--- config.mk ---
export PLATFORM = sky130hd
export DESIGN_NAME = sync_bus_endpoint
export DESIGN_NICKNAME = d
export VERILOG_FILES = /design/src/rtl/sync_bus_endpoint.sv
export SDC_FILE = /design/constraint.sdc
export NUM_CORES = 1
export LEC_CHECK = 0
export ABC_CLOCK_PERIOD_IN_PS = 3950
export CORE_AREA = 2 2 145 147
export CTS_CLUSTER_DIAMETER = 50
export DETAILED_ROUTE_END_ITERATION = 7
export DIE_AREA = 0 0 147 149
export GPL_TIMING_DRIVEN = 0
export PLACE_DENSITY_LB_ADDON = 0.05
export SYNTH_ARGS = -nofsm -noshare
export SYNTH_HDL_FRONTEND = slang
export SYNTH_SLANG_ARGS = --single-unit
--- constraint.sdc ---
create_clock -name clk -period 3.95 [get_ports clk]
set_clock_uncertainty 0.1 [all_clocks]
set_input_delay 0.395 -clock clk [delete_from_list [all_inputs] [get_ports clk]]
set_output_delay 0.395 -clock clk [all_outputs]
set_load 0.03 [all_outputs]
--- src/rtl/sync_bus_endpoint.sv ---
// Clocked bus endpoint: req/ack handshake, programmable wait states,
// half-open address window decode and an optional read-only mode.
module sync_bus_endpoint #(
  parameter int ADDR_WIDTH  = 8,
  parameter int DATA_WIDTH  = 8,
  parameter int BASE_ADDR   = 0,
  parameter int RANGE       = 16,
  parameter int WAIT_STATES = 1,
  parameter int READ_ONLY   = 0
) (
  input  logic                  clk,
  input  logic                  rst,
  input  logic                  req,
  input  logic                  r_wn,
  input  logic [ADDR_WIDTH-1:0] addr,
  input  logic [DATA_WIDTH-1:0] wdata,
  output logic                  ack,
  output logic [DATA_WIDTH-1:0] rdata,
  output logic                  err,
  output logic                  busy
);

  localparam int IDX_W = (RANGE > 1) ? $clog2(RANGE) : 1;

  // One extra bit so BASE_ADDR+RANGE never wraps at the top of the map.
  localparam logic [ADDR_WIDTH:0] LO = (ADDR_WIDTH+1)'(BASE_ADDR);
  localparam logic [ADDR_WIDTH:0] HI = (ADDR_WIDTH+1)'(BASE_ADDR + RANGE);
  localparam logic [7:0] WAIT_INIT   = 8'(WAIT_STATES - 1);

  localparam logic [1:0] S_IDLE = 2'd0;
  localparam logic [1:0] S_WAIT = 2'd1;
  localparam logic [1:0] S_ACK  = 2'd2;

  logic [1:0]            state;
  logic [7:0]            cnt;
  logic                  rd_q;
  logic [IDX_W-1:0]      idx_q;
  logic [DATA_WIDTH-1:0] wdata_q;
  logic [DATA_WIDTH-1:0] mem [RANGE];

  logic             hit;
  logic [IDX_W-1:0] idx;

  assign hit = req && ({1'b0, addr} >= LO) && ({1'b0, addr} < HI);
  assign idx = IDX_W'({1'b0, addr} - LO);

  always_ff @(posedge clk) begin
    if (rst) begin
      state   <= S_IDLE;
      cnt     <= '0;
      rd_q    <= 1'b0;
      idx_q   <= '0;
      wdata_q <= '0;
      // NOTE: storage is a register file that must read back as zero after
      // reset, so it is cleared here rather than left to power-up contents.
      for (int i = 0; i < RANGE; i++) mem[i] <= '0;
    end else begin
      case (state)
        S_IDLE: begin
          if (hit) begin
            rd_q    <= r_wn;
            idx_q   <= idx;
            wdata_q <= wdata;
            if (WAIT_STATES == 0) begin
              state <= S_ACK;
            end else begin
              state <= S_WAIT;
              cnt   <= WAIT_INIT;
            end
          end
        end
        S_WAIT: begin
          if (cnt == '0) state <= S_ACK;
          else           cnt   <= cnt - 8'd1;
        end
        S_ACK: begin
          state <= S_IDLE;
          if (!rd_q && (READ_ONLY == 0)) mem[idx_q] <= wdata_q;
        end
        default: state <= S_IDLE;
      endcase
    end
  end

  // Outputs decode straight from state, so reset silences them on the next edge.
  assign ack   = (state == S_ACK);
  assign busy  = (state != S_IDLE);
  assign rdata = (ack && rd_q) ? mem[idx_q] : '0;
  assign err   = ack && !rd_q && (READ_ONLY != 0);

endmodule

==> flow_summary.ini, run 1 <==
[floorplanning]
die_w_um = 147
die_h_um = 149
pin_count = 31
coreArea_um2 = 20600
num_rows = 53
start_util_pct = 34.3
die_area_um2 = 21900

[routing]
antenna_left = 0
dr.pass1.iters = 4
num_vias = 4149
wl_per_cell_um = 21.7
routed_wl_um = 18100
viasPerCell = 4.97
wl_met3_um = 644
wl_met1_um = 8220
dr_wl_met2_um = 8940
top_layer = met4
drtIter0Drc = 241
route.detailed.drc = 0

[setup_path]
endpoint_kind = output port
critPathMaxFanout = 10
critPathLaunchType = flop
reg2regPathDepth = 4
worstPathArrival_ns = 3.27
crit_type = flop to output port
worstPathRequired_ns = 3.45

[placed_design]
place_inst = 803
port_buffers = 28
dpl.hpwl_um = 12700
gp_congestion = 0.771

[clock_tree]
clock_sinks = 155
clk_latency_ns = 0.43
cts-root-buf = clkbuf_16
cts_tree = done
cts-buffers-inserted = 17
cts_resized = 0
h-tree-depth = 4
post_cts_buffers = 0
clk_pin_slew_ns = 0.06
clock_path_buffers = 2
cts_hold_buffers = 0

[logic_synthesis]
synth_warnings = 0
synth_cell_type_count = 42
yosysTopAreaCellShare_pct = 54.5
synth_area_um2 = 7050
synth_commonest_cells = and2_1 (128), edfxtp_1 (128), mux4_2 (32)
synth_edf_count = 128
synth_cells = 500
ys_async_sr_fraction_pct = 0
synth_area_leaders = edfxtp_1 (55%), and2_1 (11%), mux4_2 (10%), dfxtp_1 (7.7%), nand4_1 (2.0%)
ys_ff_latch = 155
synth_largest_area_cell = edfxtp_1
synth-seq-area-share_pct = 62.2
syn_nets = 522
ys.flop_type = edfxtp_1
avgSynthCellArea_um2 = 14.1

[power]
power_switching_uw = 789
finalPower_mw = 3.46
power_frac_seq_pct = 52.7
powerDensity_nw_per_um2 = 421
p_sw_share_pct = 22.8
max-vdd-ir-drop_mv = 0.270
internal-power_mw = 2.67
p_leak_nw = 2.93
p_clk_share_pct = 43.9
combPwrFrac_pct = 3.4

[timing]
slew_headroom_pct = 32.1
slew_violations = 0
min_period_ns = 3.77
fin_setup_tns_ns = 0
final.period_utilization_pct = 95.4
hold_viol_final = 0
rsz0062_at_grt = no
worst_hold_slack_ns = 0.285
setup_viol = 0
worst_pin_slew_ns = 1.02
max_freq_mhz = 265

[min_path]
holdPathStages = 3
min_path_type = input port to flop

[finish]
syn_to_final_growth_pct = 16.5
diodes = 0
n_fill_cell = 1961
drive_above_1_share_pct = 16.8
finalNetCount = 569
multiInputGateArea_um2 = 2530
stdcell_count = 835
final-seq-area_um2 = 4380
fin_util_pct = 40.0

[status]
status = completed

[global_routing]
grt_max_degree = 17
antenna_found_initial = 0
grt_pass1_wl_um = 27600
grt_use_total_pct = 17.6
grt-ovfl-total = 0
grt_pass1_vias = 4378

[job]
maxCapViolCount = 0
## critical path, cell delays in order (launching register included)
cell	delay [ns]
dfxtp_1	0.30
clkbuf_1	0.25
nor3b_1	0.89
buf_2	0.37
nand3_1	0.19
nand4_1	0.17
clkdlybuf4s50_1	0.68
## power by group through the flow
stage               sequential, mW  combinational, mW  clock, mW
finish                        1.82              0.119       1.52
global route                  1.83              0.130       1.62
CTS                           1.82              0.123       1.55
detailed placement            1.86              0.123          0
global placement              1.86              0.122          0
floorplan                     1.85             0.0687          0
## worst paths after layout
path | start | endpoint | slack [ns]
worst min-delay path | rst | cnt[1]$_SDFFE_PP0P_ | 0.28
worst max register to register | state[1]$_SDFFE_PP0P_ | mem[3][7]$_SDFFCE_PN0P_ | 1.27
worst min register to register | cnt[7]$_SDFFE_PP0P_ | cnt[7]$_SDFFE_PP0P_ | 0.38
worst max-delay path | flop | rdata[2] | 0.18
## through the flow
| step | worst slack [ns] | instance area, µm² |
|---|---|---|
| 2_1_floorplan | 1.72 | 7050 |
| 3_3_place_gp | 0.757 | 7670 |
| 3_5_place_dp | 0.746 | 7670 |
| 4_1_cts | 0.279 | 8210 |
| 5_1_grt | 0.0251 | 8210 |
| 6_report | 0.181 | 8210 |
## cells in the final DEF (no fill, tap or decap), drive strengths merged, types with 2 or more instances in the layout
master	instances
nand3	12
o31ai	3
nand4	23
inv	10
mux4	32
nor4	2
dfxtp	27
nor2	32
and2	128
clkdlybuf4s50	28
or4	3
a21oi	4
clkbuf	37
or2	16
ha	2
clkinvlp	2
buf	8
nor3b	3
mux2i	14
nand2b	13
clkinv	6
edfxtp	128
nor3	4
nor2b	3
nand2	4
nand3b	2
## kinds of logic after synthesis
group                    share of synthesized area (%)
AND/OR/NAND/NOR                                   21.9
other                                           0.0532
adder cells (fa/ha/maj)                          0.355
XOR/XNOR                                         0.249
buffers and inverters                             1.86
AO/OA/AOI/OAI                                     1.14
flip-flops                                        62.2
multiplexers                                      12.2
## state kept, by name, summed over array words and instances, names as in the netlist, named ones only
register  flops
cnt           8
idx_q         4
mem         128
rd_q          1
state         2
wdata_q       8
## layer usage
metal	up-vias	track usage (%)
met4	0	6.63
li1	1933	-
met2	80	28.9
met5	-	0
met3	16	3.64
met1	2120	23.3
## area by class of cell
type	count	share of cell area (%)
Buffer	28	1.46
Clock buffer	17	5.18
Clock inverter	15	1.39
Inverter	3	0.137
Multi-Input combinational cell	314	30.9
Sequential cell	155	53.4
Tap cell	275	4.19
Timing Repair Buffer	28	3.41
No activity file was read; power rests on OpenSTA's default activity.
==> inputs of run 2 (changes only) <==
SETUP_SLACK_MARGIN = 0.05   (was not set)
==> run 2 against run 1 <==
Highest routed layer unchanged. Worst hold slack got worse by 0.0017 ns. Clock power is essentially flat. Register-to-register slack worse by 0.02 ns. First-iteration DRC count is 0.41% lower. Worst setup slack improved by 0.34 ns.
==> flow_summary.ini, run 2 (synthesized netlist as in run 1, its figures left out) <==
[power]
p_leak_nw = 2.94
powerDensity_nw_per_um2 = 421
internal-power_mw = 2.67
combPwrFrac_pct = 3.4
p_sw_share_pct = 22.7
p_clk_share_pct = 43.8
max-vdd-ir-drop_mv = 0.264
finalPower_mw = 3.46
power_frac_seq_pct = 52.7
power_switching_uw = 787

[timing]
worst_pin_slew_ns = 1.02
fin_setup_tns_ns = 0
setup_slack_ns = 0.526
rsz0062_at_grt = no
final.period_utilization_pct = 86.7
min_period_ns = 3.42
slew_headroom_pct = 31.5
hold_viol_final = 0
slew_violations = 0
max_freq_mhz = 292
setup_viol = 0

[global_routing]
grt_pass1_vias = 4378
antenna_found_initial = 0
grt_max_degree = 17
grt_use_total_pct = 17.6
grt-ovfl-total = 0
grt_pass1_wl_um = 27600

[floorplanning]
pin_count = 31
die_h_um = 149
coreArea_um2 = 20600
die_area_um2 = 21900
num_rows = 53
die_w_um = 147
start_util_pct = 34.3

[setup_path]
path_cells = nor2b_1 -> clkbuf_1 -> nand4_1 -> nand2b_1 -> nand4_1 -> clkdlybuf4s50_1
critPathLaunchType = flop
worstPathArrival_ns = 2.93
worstSetupStartpoint = state[1]$_SDFFE_PP0P_
cpMaxStageDelayCell = clkdlybuf4s50_1
crit_top_cell = nand4_1
endpoint_kind = output port
worstReg2RegStart = state[1]$_SDFFE_PP0P_
cpPeakStageDelay_ns = 0.70
crit_type = flop to output port
critPathMaxFanout = 10
worstPathRequired_ns = 3.45
cp_top_family = buffers and inverters
crit_buf_inv = 2

[min_path]
min_path_type = input port to flop
worstHoldStart = rst

[placed_design]
dpl.hpwl_um = 12700
port_buffers = 28
placed_area_um2 = 7670
gp_congestion = 0.771
preCtsSetupSlack_ns = 0.746

[finish]
regMostFlops = mem
finalNetCount = 569
diodes = 0
top_regs = mem x128, cnt x8, wdata_q x8
final_cell_mix = and2_1 (128), edfxtp_1 (128), mux4_2 (32), nor2_1 (29), clkdlybuf4s50_1 (28)
fin_area_um2 = 8220
largest_register_ffs = 128
drive_above_1_share_pct = 17.0
syn_to_final_growth_pct = 16.6

[clock_tree]
cts-buffers-inserted = 17
clk_pin_slew_ns = 0.06
cts_tree = done
clk_latency_ns = 0.43
cts_hold_buffers = 0
cts-root-buf = clkbuf_16
clock_path_buffers = 2
clock_sinks = 155
h-tree-depth = 4

[routing]
drtIter0Drc = 240
dr.pass1.iters = 4
num_vias = 4122
wl_per_cell_um = 21.6
antenna_left = 0
routed_wl_um = 18100
viasPerCell = 4.94
route.detailed.drc = 0

[status]
status = completed

[job]
maxCapViolCount = 0
run 2: cell types whose count changed in the layout (fill, tap and decap cells not counted):
cell     delta
nor3b_1     -1
nor3b_2     +1
run 2: per-layer routing:
metal | routed length (µm) | global-route usage (%) | vias up
met5 | 0 | 0 | -
met4 | 172 | 6.63 | 0
met3 | 575 | 3.64 | 6
met2 | 8990 | 28.9 | 84
met1 | 8330 | 23.3 | 2095
li1 | - | - | 1937
run 2: final cells by class:
class | count | area (µm²)
buffer | 28 | 120
clock buffer | 17 | 425
multi-input combinational | 314 | 2540
timing repair buffer | 28 | 280
inverter | 3 | 11.3
clock inverter | 15 | 114
tap | 275 | 344
fill | 1962 | 12300
sequential | 155 | 4380
run 2: repair_timing:
item                       CTS  global route
setup endpoints to repair    0             4
buffers inserted             0             0
gates resized for setup      0             1
run 2: stage by stage:
step / util [%] / instances / hold slack, ns
after CTS: 40.0 / 835 / 0.277
after floorplan: - / 500 / 0.349
after global placement: 37.3 / 803 / 0.359
after detailed placement: 37.3 / 803 / 0.370
after global routing: 40.0 / 835 / 0.281
final: 40.0 / 835 / 0.283
run 2: worst paths after layout:
path | to | slack, ns | cells after the start
setup / recovery | rdata[7] | 0.53 | 6
hold / removal | cnt[1]$_SDFFE_PP0P_ | 0.28 | 3
setup reg to reg | mem[3][5]$_SDFFCE_PN0P_ | 1.25 | 4
hold reg to reg | cnt[7]$_SDFFE_PP0P_ | 0.38 | 2
run 2: power by group through the flow:
stage                     Combinational (mW)  Sequential (mW)  Clock [mW]
after floorplan                       0.0687             1.85           0
after global placement                 0.122             1.86           0
after detailed placement               0.123             1.86           0
after CTS                              0.123             1.82        1.55
after global routing                   0.130             1.83        1.62
final                                  0.119             1.82        1.52
run 2: worst register-to-register path, cell delays in order, from the launching register on:
cell	delay, ns
dfxtp_1	0.48
nor4b_4	0.32
nand3_1	0.25
nor3_1	0.84
or2_2	0.40
==> inputs of run 3 (changes only) <==
CORE_AREA = 2 2 129 131   (was 2 2 145 147)
DIE_AREA = 0 0 131 133   (was 0 0 147 149)
HOLD_SLACK_MARGIN = 0.1   (was not set)
==> run 3 against run 2 <==
Highest routed layer unchanged. Total power rose by 2.4%. Clock power up 5%. Critical path depth stayed put. Final area shrank 0.56%.
==> flow_summary.ini, run 3 (synthesized netlist as in run 1, its figures left out) <==
[finish]
final-seq-area_um2 = 4380
multiInputGateArea_um2 = 2530
diodes = 0
syn_to_final_growth_pct = 15.9
finalNetCount = 569
fin_area_um2 = 8170
top_regs = mem x128, cnt x8, wdata_q x8
fin_util_pct = 50.5
final_cell_mix = and2_1 (128), edfxtp_1 (128), mux4_2 (32), nor2_1 (29), clkdlybuf4s50_1 (28)
n_fill_cell = 1413
drive_above_1_share_pct = 15.5
regMostFlops = mem
largest_register_ffs = 128
stdcell_count = 780

[floorplanning]
die_h_um = 133
die_area_um2 = 17400
coreArea_um2 = 16200
die_w_um = 131
num_rows = 47
start_util_pct = 43.6
pin_count = 31

[clock_tree]
clock_path_buffers = 2
cts-buffers-inserted = 17
cts_resized = 0
clk_pin_slew_ns = 0.06
h-tree-depth = 4
clock_sinks = 155
cts_hold_buffers = 0
clk_latency_ns = 0.42
cts_tree = done
cts-root-buf = clkbuf_16
post_cts_buffers = 0

[min_path]
min_path_type = input port to flop
holdPathStages = 3

[global_routing]
grt_max_degree = 17
grt_util_met3_pct = 4.21
grt_use_total_pct = 21.0
grt_busiest_layer = met2
antenna_found_initial = 0
grt_pass1_vias = 4257
grt_pass1_wl_um = 25600
use_met1_pct = 27.8
met2_usage_pct = 33.9
grt-ovfl-total = 0

[setup_path]
worstPathArrival_ns = 3.11
endpoint_kind = output port
reg2reg_to = mem[3][1]$_SDFFCE_PN0P_
critPathMaxFanout = 10
reg2regPathDepth = 4
r2r_setup_slack_ns = 1.33
critPathLaunchType = flop
crit_end = rdata[0]
worstReg2RegStart = state[1]$_SDFFE_PP0P_
worstPathRequired_ns = 3.45
crit_type = flop to output port

[routing]
routed_wl_um = 16800
dr.pass1.iters = 5
viasPerCell = 5.24
route.detailed.drc = 0
antenna_left = 0
wl_per_cell_um = 21.6
drtIter0Drc = 247
num_vias = 4084

[timing]
fin_setup_tns_ns = 0
hold_viol_final = 0
setup_viol = 0
slew_violations = 0
min_period_ns = 3.60
worst_pin_slew_ns = 0.943
worst_hold_slack_ns = 0.317
max_freq_mhz = 277
final.period_utilization_pct = 91.2
slew_headroom_pct = 36.6
rsz0062_at_grt = no

[status]
status = completed

[placed_design]
gp_congestion = 0.781
place_inst = 748
port_buffers = 28
placed_area_um2 = 7600
dpl.hpwl_um = 11700

[power]
p_leak_nw = 2.94
max-vdd-ir-drop_mv = 0.281
powerDensity_nw_per_um2 = 434

[job]
maxCapViolCount = 0
==> run 3: worst min-delay path by stage <==
stage,from,to
finish,rst,cnt[1]$_SDFFE_PP0P_
global route,rst,cnt[1]$_SDFFE_PP0P_
CTS,rst,cnt[1]$_SDFFE_PP0P_
detailed placement,cnt[7]$_SDFFE_PP0P_,cnt[7]$_SDFFE_PP0P_
global placement,cnt[7]$_SDFFE_PP0P_,cnt[7]$_SDFFE_PP0P_
floorplan,cnt[7]$_SDFFE_PP0P_,cnt[7]$_SDFFE_PP0P_
==> run 3: layout make-up <==
class,instances,area share [%]
buffer,28,1.47
clock buffer,21,5.39
clock inverter,11,1.55
inverter,3,0.138
multi-input combinational,314,31.0
sequential,155,53.7
tap,220,3.37
timing repair buffer,28,3.43
==> run 3: through the flow <==
step / setup WS [ns] / power (mW)
2_1_floorplan: 1.72 / 1.92
3_3_place_gp: 0.860 / 1.98
3_5_place_dp: 0.833 / 1.98
4_1_cts: 0.371 / 3.56
5_1_grt: 0.227 / 3.64
6_report: 0.346 / 3.54
==> run 3: critical path, stage by stage (launching register included) <==
cell	delay, ns
dfxtp_1	0.29
clkbuf_1	0.21
nor3b_1	0.78
buf_2	0.36
nand3_1	0.15
nand4_1	0.20
clkdlybuf4s50_1	0.70
==> run 3: power by group <==
part / internal (mW) / switching [mW] / leakage (nW)
combinational: 0.0499 / 0.0664 / 1.13
clock: 0.980 / 0.623 / 0.272
sequential: 1.81 / 0.0153 / 1.54
==> run 3: metal layers <==
metal	wire, µm	vias up
met5	0	-
met2	8320	91
li1	-	1946
met1	7430	2024
met4	403	0
met3	673	23
